**src/rtl/sync_fifo_pkg.sv**
```systemverilog
// Shared helpers for the level-reporting synchronous FIFO.
// Width derivations are done here so every file sizes its buses the same way.
package sync_fifo_pkg;

  function automatic int clog2(input int value);
    int result;
    result = 0;
    for (int i = 0; i < 31; i++) begin
      if ((1 << i) < value) begin
        result = i + 1;
      end
    end
    return result;
  endfunction

  // The level must be able to hold DEPTH itself, not just DEPTH-1.
  function automatic int lvl_width(input int depth);
    return clog2(depth + 1);
  endfunction

  function automatic int addr_width(input int depth);
    return (clog2(depth) < 1) ? 1 : clog2(depth);
  endfunction

endpackage

```
**src/rtl/sync_fifo_lvl_if.sv**
```systemverilog
// Handshake, data, threshold and status bundle of sync_fifo_lvl.
// The slave modport is the FIFO side; the master modport is the user side.
interface sync_fifo_lvl_if
  import sync_fifo_pkg::*;
#(
  parameter int DATA_WIDTH = 16,
  parameter int DEPTH      = 12
);
  localparam int LVL_WIDTH = lvl_width(DEPTH);

  logic                  flush_i;
  logic                  wr_en_i;
  logic [DATA_WIDTH-1:0] wdata_i;
  logic                  wfull_o;
  logic                  walmost_full_o;
  logic                  rd_en_i;
  logic [DATA_WIDTH-1:0] rdata_o;
  logic                  rempty_o;
  logic                  ralmost_empty_o;
  logic [LVL_WIDTH-1:0]  afull_thresh_i;
  logic [LVL_WIDTH-1:0]  aempty_thresh_i;
  logic [LVL_WIDTH-1:0]  level_o;
  logic                  overflow_o;
  logic                  underflow_o;
  logic                  clear_err_i;

  modport slave (
    input  flush_i, wr_en_i, wdata_i, rd_en_i,
           afull_thresh_i, aempty_thresh_i, clear_err_i,
    output wfull_o, walmost_full_o, rdata_o, rempty_o,
           ralmost_empty_o, level_o, overflow_o, underflow_o
  );

  modport master (
    output flush_i, wr_en_i, wdata_i, rd_en_i,
           afull_thresh_i, aempty_thresh_i, clear_err_i,
    input  wfull_o, walmost_full_o, rdata_o, rempty_o,
           ralmost_empty_o, level_o, overflow_o, underflow_o
  );

endinterface

```
**src/rtl/sync_fifo_wrap_ctr.sv**
```systemverilog
// Modulo-DEPTH address counter; wraps DEPTH-1 -> 0 so non-power-of-2 depths
// never alias onto unused memory rows.
module sync_fifo_wrap_ctr
  import sync_fifo_pkg::*;
#(
  parameter int DEPTH = 12,
  localparam int AW   = addr_width(DEPTH)
) (
  input  logic          clk_i,
  input  logic          reset_i,
  input  logic          clr,
  input  logic          inc,
  output logic [AW-1:0] count
);

  localparam logic [AW-1:0] LAST = AW'(DEPTH - 1);

  always_ff @(posedge clk_i) begin
    if (reset_i || clr) begin
      count <= '0;
    end else if (inc) begin
      count <= (count == LAST) ? '0 : count + AW'(1);
    end
  end

endmodule

```
**src/rtl/sync_fifo_lvl.sv**
```systemverilog
// Single-clock show-ahead FIFO with arbitrary depth, exact fill level,
// programmable almost-full/almost-empty thresholds, flush and sticky error flags.
module sync_fifo_lvl
  import sync_fifo_pkg::*;
#(
  parameter int DATA_WIDTH = 16,
  parameter int DEPTH      = 12,
  localparam int LVL_WIDTH = lvl_width(DEPTH),
  localparam int AW        = addr_width(DEPTH)
) (
  input  logic            clk_i,
  input  logic            reset_i,
  sync_fifo_lvl_if.slave  fifo
);

  localparam logic [LVL_WIDTH-1:0] FULL_LVL = LVL_WIDTH'(DEPTH);

  logic [DATA_WIDTH-1:0] mem [DEPTH];
  logic [AW-1:0]         wr_addr;
  logic [AW-1:0]         rd_addr;
  logic [LVL_WIDTH-1:0]  level;
  logic                  overflow;
  logic                  underflow;
  logic                  full;
  logic                  empty;
  logic                  wr_acc;
  logic                  rd_acc;
  logic                  wr_inc;
  logic                  rd_inc;

  // Status decodes from the level register only; no same-cycle bypass.
  always_comb begin
    full   = (level == FULL_LVL);
    empty  = (level == '0);
    wr_acc = fifo.wr_en_i && !full;
    rd_acc = fifo.rd_en_i && !empty;
    wr_inc = wr_acc && !fifo.flush_i;
    rd_inc = rd_acc && !fifo.flush_i;
  end

  sync_fifo_wrap_ctr #(.DEPTH(DEPTH)) u_wr_ctr (
    .clk_i   (clk_i),
    .reset_i (reset_i),
    .clr     (fifo.flush_i),
    .inc     (wr_inc),
    .count   (wr_addr)
  );

  sync_fifo_wrap_ctr #(.DEPTH(DEPTH)) u_rd_ctr (
    .clk_i   (clk_i),
    .reset_i (reset_i),
    .clr     (fifo.flush_i),
    .inc     (rd_inc),
    .count   (rd_addr)
  );

  // Storage is deliberately not reset; an empty FIFO never exposes it.
  always_ff @(posedge clk_i) begin
    if (!reset_i && wr_inc) begin
      mem[wr_addr] <= fifo.wdata_i;
    end
  end

  always_ff @(posedge clk_i) begin
    if (reset_i || fifo.flush_i) begin
      level <= '0;
    end else begin
      case ({wr_inc, rd_inc})
        2'b10:   level <= level + LVL_WIDTH'(1);
        2'b01:   level <= level - LVL_WIDTH'(1);
        default: level <= level;
      endcase
    end
  end

  // A new error event beats a coincident clear; flush freezes the flags.
  always_ff @(posedge clk_i) begin
    if (reset_i) begin
      overflow  <= 1'b0;
      underflow <= 1'b0;
    end else if (!fifo.flush_i) begin
      overflow  <= (fifo.wr_en_i && full)  || (overflow  && !fifo.clear_err_i);
      underflow <= (fifo.rd_en_i && empty) || (underflow && !fifo.clear_err_i);
    end
  end

  always_comb begin
    fifo.wfull_o         = full;
    fifo.rempty_o        = empty;
    fifo.level_o         = level;
    fifo.rdata_o         = mem[rd_addr];
    fifo.walmost_full_o  = (level >= fifo.afull_thresh_i);
    fifo.ralmost_empty_o = (level <= fifo.aempty_thresh_i);
    fifo.overflow_o      = overflow;
    fifo.underflow_o     = underflow;
  end

endmodule

```
**src/flat_wrapper.sv**
```systemverilog
// flat-port wrapper written by rule: the top's interface ports become plain ports
module sync_fifo_lvl_flat import sync_fifo_pkg::*;
#(
  parameter int DATA_WIDTH = 16,
  parameter int DEPTH      = 12,
  localparam int LVL_WIDTH = lvl_width(DEPTH),
  localparam int AW        = addr_width(DEPTH)
)
  (clk_i, reset_i, fifo_flush_i, fifo_wr_en_i, fifo_wdata_i, fifo_rd_en_i, fifo_afull_thresh_i, fifo_aempty_thresh_i, fifo_clear_err_i, fifo_wfull_o, fifo_walmost_full_o, fifo_rdata_o, fifo_rempty_o, fifo_ralmost_empty_o, fifo_level_o, fifo_overflow_o, fifo_underflow_o);
  sync_fifo_lvl_if #(.DATA_WIDTH(DATA_WIDTH), .DEPTH(DEPTH)) fifo_i ();
  input  logic clk_i;
  input  logic reset_i;
  input wire logic [$bits(fifo_i.flush_i)-1:0] fifo_flush_i;
  input wire logic [$bits(fifo_i.wr_en_i)-1:0] fifo_wr_en_i;
  input wire logic [$bits(fifo_i.wdata_i)-1:0] fifo_wdata_i;
  input wire logic [$bits(fifo_i.rd_en_i)-1:0] fifo_rd_en_i;
  input wire logic [$bits(fifo_i.afull_thresh_i)-1:0] fifo_afull_thresh_i;
  input wire logic [$bits(fifo_i.aempty_thresh_i)-1:0] fifo_aempty_thresh_i;
  input wire logic [$bits(fifo_i.clear_err_i)-1:0] fifo_clear_err_i;
  output wire logic [$bits(fifo_i.wfull_o)-1:0] fifo_wfull_o;
  output wire logic [$bits(fifo_i.walmost_full_o)-1:0] fifo_walmost_full_o;
  output wire logic [$bits(fifo_i.rdata_o)-1:0] fifo_rdata_o;
  output wire logic [$bits(fifo_i.rempty_o)-1:0] fifo_rempty_o;
  output wire logic [$bits(fifo_i.ralmost_empty_o)-1:0] fifo_ralmost_empty_o;
  output wire logic [$bits(fifo_i.level_o)-1:0] fifo_level_o;
  output wire logic [$bits(fifo_i.overflow_o)-1:0] fifo_overflow_o;
  output wire logic [$bits(fifo_i.underflow_o)-1:0] fifo_underflow_o;
  assign fifo_i.flush_i = fifo_flush_i;
  assign fifo_i.wr_en_i = fifo_wr_en_i;
  assign fifo_i.wdata_i = fifo_wdata_i;
  assign fifo_i.rd_en_i = fifo_rd_en_i;
  assign fifo_i.afull_thresh_i = fifo_afull_thresh_i;
  assign fifo_i.aempty_thresh_i = fifo_aempty_thresh_i;
  assign fifo_i.clear_err_i = fifo_clear_err_i;
  assign fifo_wfull_o = fifo_i.wfull_o;
  assign fifo_walmost_full_o = fifo_i.walmost_full_o;
  assign fifo_rdata_o = fifo_i.rdata_o;
  assign fifo_rempty_o = fifo_i.rempty_o;
  assign fifo_ralmost_empty_o = fifo_i.ralmost_empty_o;
  assign fifo_level_o = fifo_i.level_o;
  assign fifo_overflow_o = fifo_i.overflow_o;
  assign fifo_underflow_o = fifo_i.underflow_o;
  sync_fifo_lvl #(.DATA_WIDTH(DATA_WIDTH), .DEPTH(DEPTH)) u_core (.clk_i(clk_i), .reset_i(reset_i), .fifo(fifo_i));
endmodule
```
**config.mk**
```make
export PLATFORM = sky130hd
export DESIGN_NAME = sync_fifo_lvl_flat
export DESIGN_NICKNAME = d
export VERILOG_FILES = /design/src/rtl/sync_fifo_pkg.sv /design/src/rtl/sync_fifo_lvl_if.sv /design/src/rtl/sync_fifo_wrap_ctr.sv /design/src/rtl/sync_fifo_lvl.sv /design/src/flat_wrapper.sv
export SDC_FILE = /design/constraint.sdc
export NUM_CORES = 1
export LEC_CHECK = 0
export BUFFER_PORTS_ARGS = -buffer_cell sky130_fd_sc_hd__buf_2
export CAP_MARGIN = 20
export CORE_MARGIN = 1.5
export CORE_UTILIZATION = 30
export DETAILED_ROUTE_END_ITERATION = 6
export SLEW_MARGIN = 20
export SYNTH_ARGS = -nofsm -noshare
export SYNTH_HDL_FRONTEND = slang
export SYNTH_SLANG_ARGS = --single-unit
```
**constraint.sdc**
```tcl
create_clock -name clk_i -period 4.5 [get_ports clk_i]
set_input_delay 0.225 -clock clk_i [delete_from_list [all_inputs] [get_ports clk_i]]
set_output_delay 0.225 -clock clk_i [all_outputs]
set_load 0.01 [all_outputs]
```
Word level (Yosys, flattened, before mapping). Memories as Yosys holds them, arrays and structs flattened. A register that Yosys moved wholly into a read port is not among the register bits. Index checks and enable logic that the tools add are counted.

Flip-flop bits (word level): 14. Memory bits (writable): 192. Input port bits: 30. Output and inout port bits: 26. Memories kept: 1.

Memories: u_core.mem (depth 12, bits a word 16, rd ports 1, clocked after Yosys merged registers in 1, wr ports 1, line sync_fifo_lvl.sv:18) `logic [DATA_WIDTH-1:0] mem [DEPTH];`.

$add $sub $neg: 4. Order comparisons: 2. Equality and inequality tests: 5. Muxes and demuxes: 7. Reduce and logical (&&, ||, !) cells: 19.

Operators with widths (count): 4-bit two-way mux (4); 4-bit by 1-bit adder with 4-bit output, second input constant (3); 4-bit equality test, second input constant (3); 1-bit logical AND (9); 4-bit one-hot mux with 2 select lines (1); 1-bit logical NOT (5); 4-bit >= comparator (1); 4-bit <= comparator (1); 4-bit logical NOT (1); 4-bit by 1-bit subtractor with 4-bit output, second input constant (1); 1-bit logical OR (3); 2-bit by 1-bit equality test with 1-bit output, second input constant (1); 2-bit equality test, second input constant (1); 1-bit two-way mux (2); 2-bit nonzero test (1).

Logic depth before layout (Yosys ltp).
Depth in word-level cells: 7. Gate-level depth with buffers: 12. Depth with buffers taken out: 10.

Cells and area by module. A second synthesis with hierarchy kept.

Cell total of the unflattened synthesis: 429. Area, all modules: 8264.2 sq um.

Modules (own cells, without submodules): sync_fifo_lvl (times used 1, cells each 391, area an instance 7898.8 sq um); sync_fifo_wrap_ctr (times used 2, cells each 19, area an instance 182.7 sq um).

Worst setup path after synthesis. OpenSTA, ideal clock, no wires.

Path type: register to register. Start: register u_core.level[1] (netlist: u_core.fifo.level_o[1]). End: memory u_core.mem[3][0] (enable). Data arrival time: 2.711 ns. Required time: 4.070 ns. Setup slack: 1.359 ns. Cell stages (with the launch flop): 7. Path buffers: 2. Period minus slack after synthesis: 3.141 ns. Cell sequence: dfxtp_1 > buf_6 > nand4bb_2 > and2_4 > inv_2 > buf_6 > nor4_1.

Word-level cells in the longest chain between the ends: 7.

Ends and longest elaborated chain: from (decl) (line sync_fifo_lvl.sv:21) `logic [LVL_WIDTH-1:0] level;`; from (signal assigned) (line sync_fifo_lvl.sv:69) `2'b10: level <= level + LVL_WIDTH'(1);`; from (signal assigned) (line sync_fifo_lvl.sv:70) `2'b01: level <= level - LVL_WIDTH'(1);`; from (signal assigned) (line sync_fifo_lvl.sv:71) `default: level <= level;`; 4-bit equality test (line sync_fifo_lvl.sv:33) `full = (level == FULL_LVL);`; 1-bit logical NOT (line sync_fifo_lvl.sv:35) `wr_acc = fifo.wr_en_i && !full;`; 1-bit logical AND (line sync_fifo_lvl.sv:35); 1-bit logical AND (line sync_fifo_lvl.sv:37) `wr_inc = wr_acc && !fifo.flush_i;`; 1-bit logical AND (line sync_fifo_lvl.sv:59) `if (!reset_i && wr_inc) begin`; 1-bit two-way mux (line sync_fifo_lvl.sv:59); 1-bit two-way mux (implied by the code) (line sync_fifo_lvl.sv:60) `mem[wr_addr] <= fifo.wdata_i;`; to (decl) (line sync_fifo_lvl.sv:18).

Every way passes these cells.

==> results.ini <==
[logic_synthesis]
synth.cell_area_um2=8499
synth.largest_area_cell=edfxtp_1
yosysTopAreaCellShare_pct=67.83
synthCells=457
synth_cell_type_count=48
syn_nets=502
synth_edf_count=192
syn_avg_cell_area_um2=18.60
ys_warn_count=0
ys_seq_elements=210
synth-main-ff-cell=edfxtp_1
synth-async-reset-ratio_pct=0
synth-seq-area-share_pct=72.07
synthTopCellsByArea=edfxtp_1, mux4_2, dfxtp_1, mux2i_1, ha_1

[routing]
vias_per_cell=4.692
drc=0
ant_nets=0
drt_iter0_drc=356
drt-wirelength-per-cell_um=18.42
routed_wirelength_um=16980
num_vias=4326
first_pass_iters=4

[status]
status=complete, no violations

[grt]
grt_pass1_wl_um=26560
grt_use_total_pct=11.88
grt_max_degree=49
first_global_vias=4679
antenna_found_initial=2
grt_overflow_total=0

[worst_hold_path]
hold_path_startpoint=fifo_wdata_i[4]
min_path_type=input pin to flip-flop
hold_end=u_core.mem[7][4]
whs_path_depth=1

[die]
pin_count=56
row_count=61
die_y_um=171.3
die_w_um=171.3
die_area_um2=29350
start_util_pct=30.51
core_um2=27860

[clocking]
cts_setup_buffers=0
cts_tree=done
clock_latency_ps=510
clock_path_buffers=3
h-tree-depth=1
cts_root_buffer=clkbuf_16
ctsHoldBuffers=1
clk_pin_slew_worst_paths_ps=60
ctsResizeCount=0
cts.sinks=210
cts_buffers=23

[worst_setup_path]
crit_slowest_cell=dfxtp_1
reg2reg_depth=8
crit_chain=buf_4, mux4_2, mux2i_1, o21ai_0, buf_2
r2r_slack_ps=1780
crit_arrival_ps=2620
worst_ep_required_time_ps=4280
reg2reg_from=u_core.fifo.level_o[1]
r2r-end=u_core.fifo.level_o[3]
critPathMaxStageDelay_ps=910
crit_type=flip-flop to output pin
cp-start-kind=flip-flop
worstPathMaxFanout=17
critPathCaptureType=output pin

[finish]
fin_area_um2=9917
syn_to_final_growth_pct=16.68
drive_gt1_share_pct=28.91
nNetsFinal=573
fill_cells=2609

[placed_design]
postPlaceCellArea_um2=9239
place.gp.congestion=0.7669
numPortBuffers=55
dpl.hpwl_um=10310

[sta]
finalClockSkew_ps=12.50
fin_hold_ws_ps=47.05
post-route-period-util_pct=63.29
slew_violations=0
worst_pin_slew_ps=1033
rsz0062_at_grt=no
setup_viol=0
max_freq_mhz=351.1
relSlewSlack_pct=31.13
fin_crit_ps=2848
tns_ps=0
hold_viol_final=0

[power]
p_leak_nw=3.155
max-vdd-ir-drop_mv=0.2614
p_per_area_nw_per_um2=392.9

[flow_run]
max-cap-violations=0

sequential cells by signal, summed over array words and instances, names as in the netlist, named ones only:
register / flops
u_core.fifo.level_o: 4
u_core.u_rd_ctr.count: 4
u_core.fifo.underflow_o: 1
u_core.mem: 192
u_core.fifo.overflow_o: 1
u_core.u_wr_ctr.count: 4
synthesized netlist by cell type (all sizes together), types with 7 or more instances:
cell type,instances
edfxtp,192
mux4,48
nand2,31
mux2i,21
o21ai,21
dfxtp,18
nor2,16
ha,15
buf,14
inv,14
a21oi,7
clkbuf,7
final cells by class:
cell class                 count  area [um^2]  share of cell area [%]
tap                          378        473.0                   4.769
multi-input combinational    212         2227                   22.46
clock buffer                  31        605.6                   6.106
timing repair buffer          67        367.9                   3.709
clock inverter                 9        57.56                  0.5804
sequential                   210         6131                   61.82
antenna                        1        2.502                 0.02523
inverter                      14        52.55                  0.5299
report_power, final:
part | internal [mW] | switching, mW | total, mW
Clock | 0.946 | 0.712 | 1.66
Sequential | 2.13 | 0.00546 | 2.14
Combinational | 0.0382 | 0.0602 | 0.0984
per-stage QoR:
stage | instances | util (%) | setup WS [ps] | power (mW)
detailed placement | 880 | 33.16 | 1639 | 2.280
floorplan | 457 | - | 1359 | 2.227
CTS | 921 | 35.58 | 1540 | 3.942
finish | 922 | 35.60 | 1652 | 3.896
global placement | 880 | 33.16 | 1893 | 2.275
global route | 921 | 35.59 | 1442 | 4.011
worst max path at each step:
| stage | startpoint | endpoint | slack [ps] | cells past startpoint |
|---|---|---|---|---|
| floorplan | u_core.fifo.level_o[1] | u_core.mem[3][0] | 1360 | 6 |
| finish | flip-flop | fifo_rdata_o[7] | 1650 | 5 |
| global placement | u_core.fifo.level_o[1] | u_core.mem[6][2] | 1890 | 5 |
| detailed placement | u_core.fifo.level_o[1] | u_core.mem[6][3] | 1640 | 5 |
| global route | flip-flop | fifo_rdata_o[1] | 1440 | 4 |
| CTS | flip-flop | fifo_rdata_o[6] | 1540 | 5 |
placed cells by master (no fill, tap or decap), drive strengths merged, types with 4 or more instances in the layout:
master,count
nor2,16
edfxtp,192
o21ai,21
clkbuf,31
mux2i,21
clkinv,8
a21oi,7
a21o,4
ha,15
dfxtp,18
nor3,6
and2,5
nand2,31
inv,15
buf,66
mux4,48
nand2b,4
logic make-up (layout without fill, tap and decap cells):
logic type	count (synthesis)	after routing	synth area share, %
xor gates and xnor gates	2	2	0.2061
and+or+nand+nor	82	82	5.108
muxes	69	69	15.19
AOI/OAI and AO/OA	44	44	3.150
adders and majority gates	15	15	2.208
DFF	210	210	72.07
other	0	1	0
buffers and inverters	35	121	2.061
layer usage:
layer	GRT usage [%]	share of wire, %
met5	0	0.041
met4	2.784	2.2
met3	2.393	6.8
met2	20.02	48
met1	15.78	43
critical path, delay by kind of cell, from the launching register on:
kind / cells / cell delay [ps]
AO/OA/AOI/OAI: 1 / 100
buffers and inverters: 2 / 590
flip-flops: 1 / 910
multiplexers: 2 / 510
Power figures use the tool's default switching activity.
